--- src/rtl/branch_predictor_if.sv ---
// Fetch-side lookup and EX-side update bundle for the branch predictor.
interface bp_if #(
    parameter int WORD = 32
);
    logic [WORD-1:0] IF_PC;
    logic            predict;
    logic [WORD-1:0] pred_target;
    logic            upd_valid;
    logic [WORD-1:0] upd_PC;
    logic            upd_taken;
    logic [WORD-1:0] upd_target;
    logic            upd_mispredict;
    logic [WORD-1:0] stat_branches;
    logic [WORD-1:0] stat_mispredicts;

    modport master (
        output IF_PC,
        output upd_valid,
        output upd_PC,
        output upd_taken,
        output upd_target,
        output upd_mispredict,
        input  predict,
        input  pred_target,
        input  stat_branches,
        input  stat_mispredicts
    );

    modport slave (
        input  IF_PC,
        input  upd_valid,
        input  upd_PC,
        input  upd_taken,
        input  upd_target,
        input  upd_mispredict,
        output predict,
        output pred_target,
        output stat_branches,
        output stat_mispredicts
    );
endinterface

--- src/rtl/branch_predictor.sv ---
// Direct-mapped BTB with 2-bit saturating counters.
// Optional BP_STATS_EN adds resolved/mispredicted branch counters.
module branch_predictor #(
    parameter int ENTRIES = 16,
    parameter int WORD    = 32
) (
    input logic clk,
    input logic rst,
    bp_if.slave bp
);
    localparam int IDXW = $clog2(ENTRIES);
    localparam int TAGW = WORD - 2 - IDXW;

    logic            valid_q [ENTRIES];
    logic [TAGW-1:0] tag_q   [ENTRIES];
    logic [WORD-1:0] tgt_q   [ENTRIES];
    logic [1:0]      cnt_q   [ENTRIES];

    logic [IDXW-1:0] lk_idx;
    logic [TAGW-1:0] lk_tag;
    logic            lk_hit;
    logic [IDXW-1:0] up_idx;
    logic [TAGW-1:0] up_tag;
    logic            up_hit;
    logic            unused_bits;

    assign lk_idx = bp.IF_PC[IDXW+1:2];
    assign lk_tag = bp.IF_PC[WORD-1:IDXW+2];
    assign up_idx = bp.upd_PC[IDXW+1:2];
    assign up_tag = bp.upd_PC[WORD-1:IDXW+2];

    assign lk_hit = valid_q[lk_idx] && (tag_q[lk_idx] == lk_tag);
    assign up_hit = valid_q[up_idx] && (tag_q[up_idx] == up_tag);

    // Lookup reads registered state only, so a same-cycle update is not seen.
    assign bp.predict     = lk_hit && cnt_q[lk_idx][1];
    assign bp.pred_target = lk_hit ? tgt_q[lk_idx]
                                   : bp.IF_PC + WORD'(4);

    assign unused_bits = ^{bp.IF_PC[1:0], bp.upd_PC[1:0],
                           bp.upd_mispredict};

    always_ff @(posedge clk) begin
        if (rst) begin
            for (int i = 0; i < ENTRIES; i++) begin
                valid_q[i] <= 1'b0;
                cnt_q[i]   <= 2'b01;
            end
        end else if (bp.upd_valid) begin
            if (up_hit) begin
                if (bp.upd_taken) begin
                    if (cnt_q[up_idx] != 2'b11)
                        cnt_q[up_idx] <= cnt_q[up_idx] + 2'd1;
                    tgt_q[up_idx] <= bp.upd_target;
                end else if (cnt_q[up_idx] != 2'b00) begin
                    cnt_q[up_idx] <= cnt_q[up_idx] - 2'd1;
                end
            end else if (bp.upd_taken) begin
                // Allocate weakly taken, evicting any aliasing occupant.
                valid_q[up_idx] <= 1'b1;
                tag_q[up_idx]   <= up_tag;
                tgt_q[up_idx]   <= bp.upd_target;
                cnt_q[up_idx]   <= 2'b10;
            end
        end
    end

`ifdef BP_STATS_EN
    logic [WORD-1:0] br_cnt_q;
    logic [WORD-1:0] mp_cnt_q;

    always_ff @(posedge clk) begin
        if (rst) begin
            br_cnt_q <= '0;
            mp_cnt_q <= '0;
        end else if (bp.upd_valid) begin
            br_cnt_q <= br_cnt_q + WORD'(1);
            if (bp.upd_mispredict)
                mp_cnt_q <= mp_cnt_q + WORD'(1);
        end
    end

    assign bp.stat_branches    = br_cnt_q;
    assign bp.stat_mispredicts = mp_cnt_q;
`else
    assign bp.stat_branches    = '0;
    assign bp.stat_mispredicts = '0;
`endif
endmodule
--- src/flat_wrapper.sv ---
// flat-port wrapper written by rule: the top's interface ports become plain ports
module branch_predictor_flat 
#(
    parameter int ENTRIES = 16,
    parameter int WORD    = 32
)
  (clk, rst, bp_IF_PC, bp_upd_valid, bp_upd_PC, bp_upd_taken, bp_upd_target, bp_upd_mispredict, bp_predict, bp_pred_target, bp_stat_branches, bp_stat_mispredicts);
  bp_if #(.WORD(WORD)) bp_i ();
  input logic clk;
  input logic rst;
  input wire logic [$bits(bp_i.IF_PC)-1:0] bp_IF_PC;
  input wire logic [$bits(bp_i.upd_valid)-1:0] bp_upd_valid;
  input wire logic [$bits(bp_i.upd_PC)-1:0] bp_upd_PC;
  input wire logic [$bits(bp_i.upd_taken)-1:0] bp_upd_taken;
  input wire logic [$bits(bp_i.upd_target)-1:0] bp_upd_target;
  input wire logic [$bits(bp_i.upd_mispredict)-1:0] bp_upd_mispredict;
  output wire logic [$bits(bp_i.predict)-1:0] bp_predict;
  output wire logic [$bits(bp_i.pred_target)-1:0] bp_pred_target;
  output wire logic [$bits(bp_i.stat_branches)-1:0] bp_stat_branches;
  output wire logic [$bits(bp_i.stat_mispredicts)-1:0] bp_stat_mispredicts;
  assign bp_i.IF_PC = bp_IF_PC;
  assign bp_i.upd_valid = bp_upd_valid;
  assign bp_i.upd_PC = bp_upd_PC;
  assign bp_i.upd_taken = bp_upd_taken;
  assign bp_i.upd_target = bp_upd_target;
  assign bp_i.upd_mispredict = bp_upd_mispredict;
  assign bp_predict = bp_i.predict;
  assign bp_pred_target = bp_i.pred_target;
  assign bp_stat_branches = bp_i.stat_branches;
  assign bp_stat_mispredicts = bp_i.stat_mispredicts;
  branch_predictor #(.ENTRIES(ENTRIES), .WORD(WORD)) u_core (.clk(clk), .rst(rst), .bp(bp_i));
endmodule
--- config.mk ---
export PLATFORM = sky130hd
export DESIGN_NAME = branch_predictor_flat
export DESIGN_NICKNAME = d
export VERILOG_FILES = /design/src/rtl/branch_predictor_if.sv /design/src/rtl/branch_predictor.sv /design/src/flat_wrapper.sv
export SDC_FILE = /design/constraint.sdc
export NUM_CORES = 1
export LEC_CHECK = 0
export CORE_ASPECT_RATIO = 0.75
export CORE_MARGIN = 2
export CORE_UTILIZATION = 30
export DETAILED_ROUTE_END_ITERATION = 8
export GPL_ROUTABILITY_DRIVEN = 0
export SLEW_MARGIN = 10
export SYNTH_ARGS = -nofsm -noshare
export SYNTH_HDL_FRONTEND = slang
export SYNTH_SLANG_ARGS = --single-unit
--- constraint.sdc ---
create_clock -name clk -period 9.82 [get_ports clk]
set_input_delay 2.946 -clock clk [delete_from_list [all_inputs] [get_ports clk]]
set_output_delay 2.946 -clock clk [all_outputs]
set_load 0.01 [all_outputs]
==> results.md, run 1 <==
* Register area share after synthesis at approximately 68%
* Synth Warn # at 0
* Area share of and/or/nand/nor cells after synthesis at 2.87%
* Worst r2r src: u_core.tag_q[6][8]
* CTS buffer count at 99
* Unrepaired setup endpoints after global routing: no
* Worst hold slack at 497 ps
* Critical Setup Path Class: in2out
* Clk buf depth at 3
* Mux contribution to synthesized area at ~23%
* H-tree levels at 3
* Setup Buffers After CTS at 0
* Vias per cell at 5.30
* Layout cells sized above 1 at 28.1%
* Final Hold Fails at 0
* Wire per inst at ~27 um
* Max Clock Skew at 30.6 ps
* Initial antenna violation count at 16
* Routed vias at 22700
* Grt ovf at 0
* Most common cell after layout, fill and taps aside: edfxtp_1
* Final Util at 35.1%
* Adder-cell share of the synthesized area at 0.0290%
* DRT Wirelength at between 100000 and 150000 um
* CP required at 6870 ps
* Netlist Area Pre-Place at about 43000 um^2
* Largest net degree at the start of global routing at 97
* Die area at 147000 um^2
* NetSw at between 1500 and 2000 uW
* Area growth, synth to finish at 16.1%
* Starting density of the core at 30.2%
* Avg Cell Area, Syn at about 20 um^2
* CTS resizes at 0
* CTS Hold Bufs at 0
* Complex-gate fraction of the synthesized area at 2.41%
* Setup-failing EPs final at 0
* Sw Share at around 22%
* WP data arrival at 6720 ps
* Fin Setup TNS at 0 ps
* Count of cell types in the netlist at 69
* Syn Inst Count at 2140
* Clock root buffer: clkbuf_16
* Worst skew pair latency at 680 ps
* Final period util at between 90% and 100%
* Commonest cells after routing, fill and taps aside: 960 x edfxtp_1, 386 x mux4_2, 121 x clkdlybuf4s50_1
* Reg2reg end: u_core.tag_q[4][6]
* Startpoint Class: primary input
* Actual slew at the worst max-slew pin at 1100 ps
* Clk pin slew, worst setup/hold paths at about 60 ps
* Post-synth top flop: edfxtp_1
* FF-to-FF path depth at 8
* Fin nets at ~2400
* Headroom to the max-slew limit at 26.2%
* Drt initial violations at 2567
* Largest family of logic cells by synthesized area: multiplexers
* EDFF count, synth at 960
* Gate power share at 7.5%
* Chip height at 332 um
* Worst min-delay path class: reg2reg
* Dpl hpwl at 70100 um
* Die X-Extent at 442 um
* CP max FO at 57
* Max_cap viols at 0
* Core outline area at roughly 140000 um^2
* Status: finished, final reports clean
* Asr flop ratio synth at 0%
* CTS tree: done
* Filler-free cell count of the finished design at approximately 4300
* CP Capture Type: output port
* Fmax at 0.103 GHz
* Internal at 7080 uW
* IO buf count at 130
* Pwr Density at 181 nW/um^2
* Routed Antenna Nets at 0
* Drt first pass iters at 5
* #FFs+latches synth at 976
* I/O pin count at 198
* First-pass GRT wire length at 166000 um
* Clk pwr share at 41.5%
* Post-route DRC at 0
* Final Slew Violations at 0
* R2r setup slk at 5270 ps
* Synth Area in XOR/XNOR at 1.85%
* End point of the critical path: bp_pred_target[6]
* Number of global-route vias before repair at 23200
* GRT Total Usage at 15.5%
* Worst IR drop on VDD at 134 uV
* Seq pwr share at 51.1%
* Placed Cells at approximately 4100
* Crit path launch: bp_IF_PC[2]
* Tmin final at 9670 ps
* Cell Rows at 120
* P_leak at 0.0155 uW
* Clk sink count at 976
metal layers:
metal	wire length [um]	track usage (%)	up-vias	share of wire, %
met5	91	0	-	0.078
met4	3020	4.26	14	2.6
met3	7910	2.49	207	6.8
met2	58800	26.7	1039	51
met1	46100	20.2	12100	40
li1	-	-	9273	-
power by group through the flow:
| stage | Clock, uW | Sequential, uW | Combinational, uW |
|---|---|---|---|
| floorplan | 0 | 4700 | 423 |
| global placement | 0 | 4700 | 669 |
| detailed placement | 0 | 4700 | 679 |
| CTS | 3820 | 4620 | 682 |
| global route | 3980 | 4620 | 718 |
| finish | 3750 | 4620 | 677 |
kinds of logic (layout without fill, tap and decap cells):
kind of cell / after synthesis / in the layout
adders and majority gates: 1 / 1
buffers and inverters: 200 / 381
AOI/OAI and AO/OA: 140 / 140
muxes: 491 / 491
and+or+nand+nor: 240 / 240
xor gates and xnor gates: 91 / 91
DFF: 976 / 976
other: 1 / 66
flip-flops by register name, indices dropped and copies added (netlist names):
name / cells
u_core.tag_q: 416
u_core.tgt_q: 512
u_core.cnt_q: 32
u_core.valid_q: 16
worst min-delay path by stage:
stage,cells past startpoint,endpoint,from,slack [ps]
6_report,1,u_core.valid_q[4],u_core.valid_q[4],500
5_1_grt,1,u_core.valid_q[4],u_core.valid_q[4],520
4_1_cts,1,u_core.valid_q[4],u_core.valid_q[4],500
3_3_place_gp,1,u_core.valid_q[4],u_core.valid_q[4],470
3_5_place_dp,1,u_core.valid_q[4],u_core.valid_q[4],480
2_1_floorplan,1,u_core.valid_q[3],u_core.valid_q[3],440
cell type report:
cell class | count | area (um^2)
clock inverter | 58 | 639
multi-input combinational | 1027 | 13300
fill | 13100 | 92700
timing repair buffer | 197 | 1950
clock buffer | 122 | 2610
inverter | 4 | 15.0
antenna | 2 | 5.00
tap | 1891 | 2370
sequential | 976 | 29100
metrics by stage:
| stage | setup WS, ps | power [uW] | area [um^2] |
|---|---|---|---|
| 6_report | 152 | 9040 | 50100 |
| 5_1_grt | 17.2 | 9320 | 50100 |
| 4_1_cts | 214 | 9110 | 50000 |
| 3_5_place_dp | 236 | 5380 | 46800 |
| 3_3_place_gp | 114 | 5370 | 46800 |
| 2_1_floorplan | 622 | 5120 | 43400 |
critical path, cell delays in order:
cell and delay, ps:
buf_8 180, buf_12 250, mux4_2 550, mux4_2 560, xnor2_1 300, nand4_1 140
nor4_1 310, nand4_1 250, buf_12 260, a21oi_1 290, clkdlybuf4s50_1 600
synth_stat cells, drive strengths merged, types with 3 or more instances:
| library cell | count | area, um^2 |
|---|---|---|
| or3 | 3 | 23.8 |
| edfxtp | 960 | 28800 |
| or4 | 5 | 37.5 |
| nand4 | 21 | 131 |
| mux4 | 388 | 8750 |
| nand2 | 38 | 143 |
| a22oi | 12 | 90.1 |
| nor2 | 63 | 236 |
| buf | 138 | 857 |
| nand3 | 12 | 60.1 |
| o211ai | 5 | 37.5 |
| mux2 | 17 | 191 |
| a21boi | 3 | 22.5 |
| nand2b | 19 | 119 |
| nor3 | 37 | 185 |
| and4 | 3 | 26.3 |
| xor2 | 39 | 342 |
| nor2b | 9 | 56.3 |
| a221oi | 5 | 50.0 |
| a211oi | 4 | 30.0 |
| a22o | 20 | 175 |
| and2 | 6 | 37.5 |
| inv | 3 | 11.3 |
| xnor2 | 52 | 455 |
| clkbuf | 58 | 218 |
| o21a | 3 | 30.0 |
| nor4 | 6 | 52.6 |
| o21ai | 13 | 68.8 |
| a21oi | 31 | 155 |
| dfxtp | 16 | 320 |
| o2111ai | 4 | 35.0 |
| a31o | 16 | 140 |
| o22ai | 9 | 56.3 |
| and3 | 11 | 68.8 |
| mux2i | 86 | 861 |
No activity file was read; power rests on OpenSTA's default activity.
==> run 2: changes to the inputs <==
--- a/config.mk
+++ b/config.mk
@@ -5,11 +5,12 @@
 export SDC_FILE = /design/constraint.sdc
 export NUM_CORES = 1
 export LEC_CHECK = 0
+export CAP_MARGIN = 0
 export CORE_ASPECT_RATIO = 0.75
-export CORE_MARGIN = 2
 export CORE_UTILIZATION = 30
 export DETAILED_ROUTE_END_ITERATION = 8
 export GPL_ROUTABILITY_DRIVEN = 0
+export PLACE_DENSITY = 0.52
 export SLEW_MARGIN = 10
 export SYNTH_ARGS = -nofsm -noshare
 export SYNTH_HDL_FRONTEND = slang
==> results.md, run 2 (synthesis gave the netlist of run 1 again) <==
* Worst r2r src: u_core.tag_q[15][3]
* Largest net degree at the start of global routing at 65 (-33%)
* Placed Cells at 4152 (+1.4%)
* Cell Rows at 120 (unchanged)
* CTS resizes at 2 (+2)
* Drt initial violations at 2287 (-11%)
* Fin nets at 2469 (+2.6%)
* Wire per inst at 29.0 um (+7.0%)
* Initial antenna violation count at 16 (unchanged)
* Fin Setup TNS at 0 ps (unchanged)
* Clk pwr share at 40.7% (-0.8 points)
* CP Capture Type: output port
* Fmax at 0.103 GHz (-0.79%)
* Filler-free cell count of the finished design at 4353 (+1.8%)
* IO buf count at 130 (unchanged)
* R2r setup slk at 5520 ps (+250 ps)
* Sw Share at 22.7% (+0.98 points)
* Routed Antenna Nets at 0 (unchanged)
* Dpl hpwl at 78400 um (+12%)
* Clock root buffer: clkbuf_16
* Post-route DRC at 0 (unchanged)
* Startpoint Class: primary input
* Gate power share at 8.0% (+0.5 points)
* CTS buffer count at 104 (+5.1%)
* Number of global-route vias before repair at 23300 (+0.70%)
* Starting density of the core at 30.2% (+0.032 points)
* Final Slew Violations at 0 (unchanged)
* Worst hold start: u_core.valid_q[5]
* First-pass GRT wire length at 178000 um (+7.4%)
* WP data arrival at 6800 ps (+80 ps)
* Grt ovf at 0 (unchanged)
* Unrepaired setup endpoints after global routing: no
* NetSw at 2040 uW (+4.0%)
* Max Clock Skew at 24.6 ps (-6.01 ps)
* Routed vias at 23000 (+1.6%)
* Most flop-heavy register: u_core.tgt_q
* Chip height at 330 um (-0.60%)
* Most common cell after layout, fill and taps aside: edfxtp_1
* GRT Total Usage at 17.3% (+1.8 points)
* Tmin final at 9740 ps (+76.8 ps)
* CTS tree: done
* Commonest cells after routing, fill and taps aside: 960 x edfxtp_1, 386 x mux4_2, 122 x clkdlybuf4s50_1
* Crit path launch: bp_IF_PC[2]
* Layout cells sized above 1 at 29.8% (+1.7 points)
* Max_cap viols at 0 (unchanged)
* Largest registers: u_core.tgt_q (512), u_core.tag_q (416), u_core.cnt_q (32)
* Actual slew at the worst max-slew pin at 1210 ps (+105 ps)
* Final Util at 35.4% (+0.33 points)
* DRT Wirelength at 126000 um (+8.9%)
* Clk buf depth at 3 (unchanged)
* FF-to-FF path depth at 11 (+3)
* Worst min-delay path class: reg2reg
* Headroom to the max-slew limit at 19.2% (-7.0 points)
* CTS Hold Bufs at 0 (unchanged)
* Clk sink count at 976 (unchanged)
* Critical Setup Path Class: in2out
* Die X-Extent at 440 um (-0.45%)
* CP max FO at 29 (-49%)
* H-tree levels at 3 (unchanged)
* Vias per cell at 5.29 (-0.20%)
* Core outline area at 143000 um^2 (-0.11%)
* Hold depth at 1 (unchanged)
* I/O pin count at 198 (unchanged)
* CP required at 6870 ps (about the same)
* P_leak at 0.0157 uW (+1.6%)
* Seq pwr share at 51.3% (+0.2 points)
* Final Hold Fails at 0 (unchanged)
* Drt first pass iters at 7 (+2)
* Setup-failing EPs final at 0 (unchanged)
* Pwr Density at 178 nW/um^2 (-1.3%)
* Clk pin slew, worst setup/hold paths at 60 ps (about the same)
* Die area at 145000 um^2 (-1.1%)
* Area growth, synth to finish at 17.0%
* Final period util at 99.2% (+0.78 points)
* Status: finished, final reports clean
* Worst skew pair latency at 690 ps (about the same)
* Max reg flops at 512 (unchanged)
* Worst IR drop on VDD at 118 uV (-11%)
* Internal at 6960 uW (-1.7%)
* Setup Buffers After CTS at 0 (unchanged)
## run 2: final cells by class
cell class / instances / area [um^2]
antenna: 6 / 15.0
clock buffer: 126 / 2710
clock inverter: 69 / 469
fill: 13200 / 92200
inverter: 4 / 15.0
multi-input combinational: 1027 / 13400
sequential: 976 / 29100
tap: 1891 / 2370
timing repair buffer: 254 / 2390
## run 2: metrics by stage
step / worst slack [ps] / instance area (um^2) / power (uW) / hold WS (ps)
2_1_floorplan: 622 / 43400 / 5120 / 439
3_3_place_gp: -184 / 47200 / 5410 / 461
3_5_place_dp: -120 / 47200 / 5420 / 496
4_1_cts: 5.25 / 50400 / 9090 / 507
5_1_grt: 45.5 / 50500 / 9270 / 529
6_report: 75.3 / 50500 / 9000 / 511
## run 2: final timing paths
check / to
max: bp_pred_target[10]
min: u_core.valid_q[5]
max reg2reg: u_core.tag_q[11][10]
min reg2reg: u_core.valid_q[5]
## run 2: layer usage
| layer | vias up | routed length (um) | global-route usage (%) | share of wire [%] |
|---|---|---|---|---|
| met4 | 6 | 4110 | 5.73 | 3.3 |
| met2 | 894 | 61800 | 28.4 | 49 |
| met3 | 184 | 7490 | 3.18 | 5.9 |
| met1 | 12500 | 52800 | 23.2 | 42 |
| met5 | - | 36 | 0 | 0.029 |
| li1 | 9409 | - | - | - |
## run 2: worst max-delay path, stage by stage
cell and delay [ps]:
buf_12 200, buf_16 240, mux4_2 530, mux4_2 540
xnor2_1 230, nand4_1 160, nor4_1 370, nand4_1 190
buf_4 260, buf_12 190, a21oi_1 270, clkdlybuf4s50_1 610
## run 2: power by group through the flow
| stage | combinational (uW) | clock [uW] | sequential (uW) |
|---|---|---|---|
| final | 717 | 3660 | 4620 |
| after global routing | 758 | 3890 | 4620 |
| after CTS | 718 | 3750 | 4620 |
| after detailed placement | 716 | 0 | 4700 |
| after global placement | 708 | 0 | 4700 |
| after floorplan | 423 | 0 | 4700 |
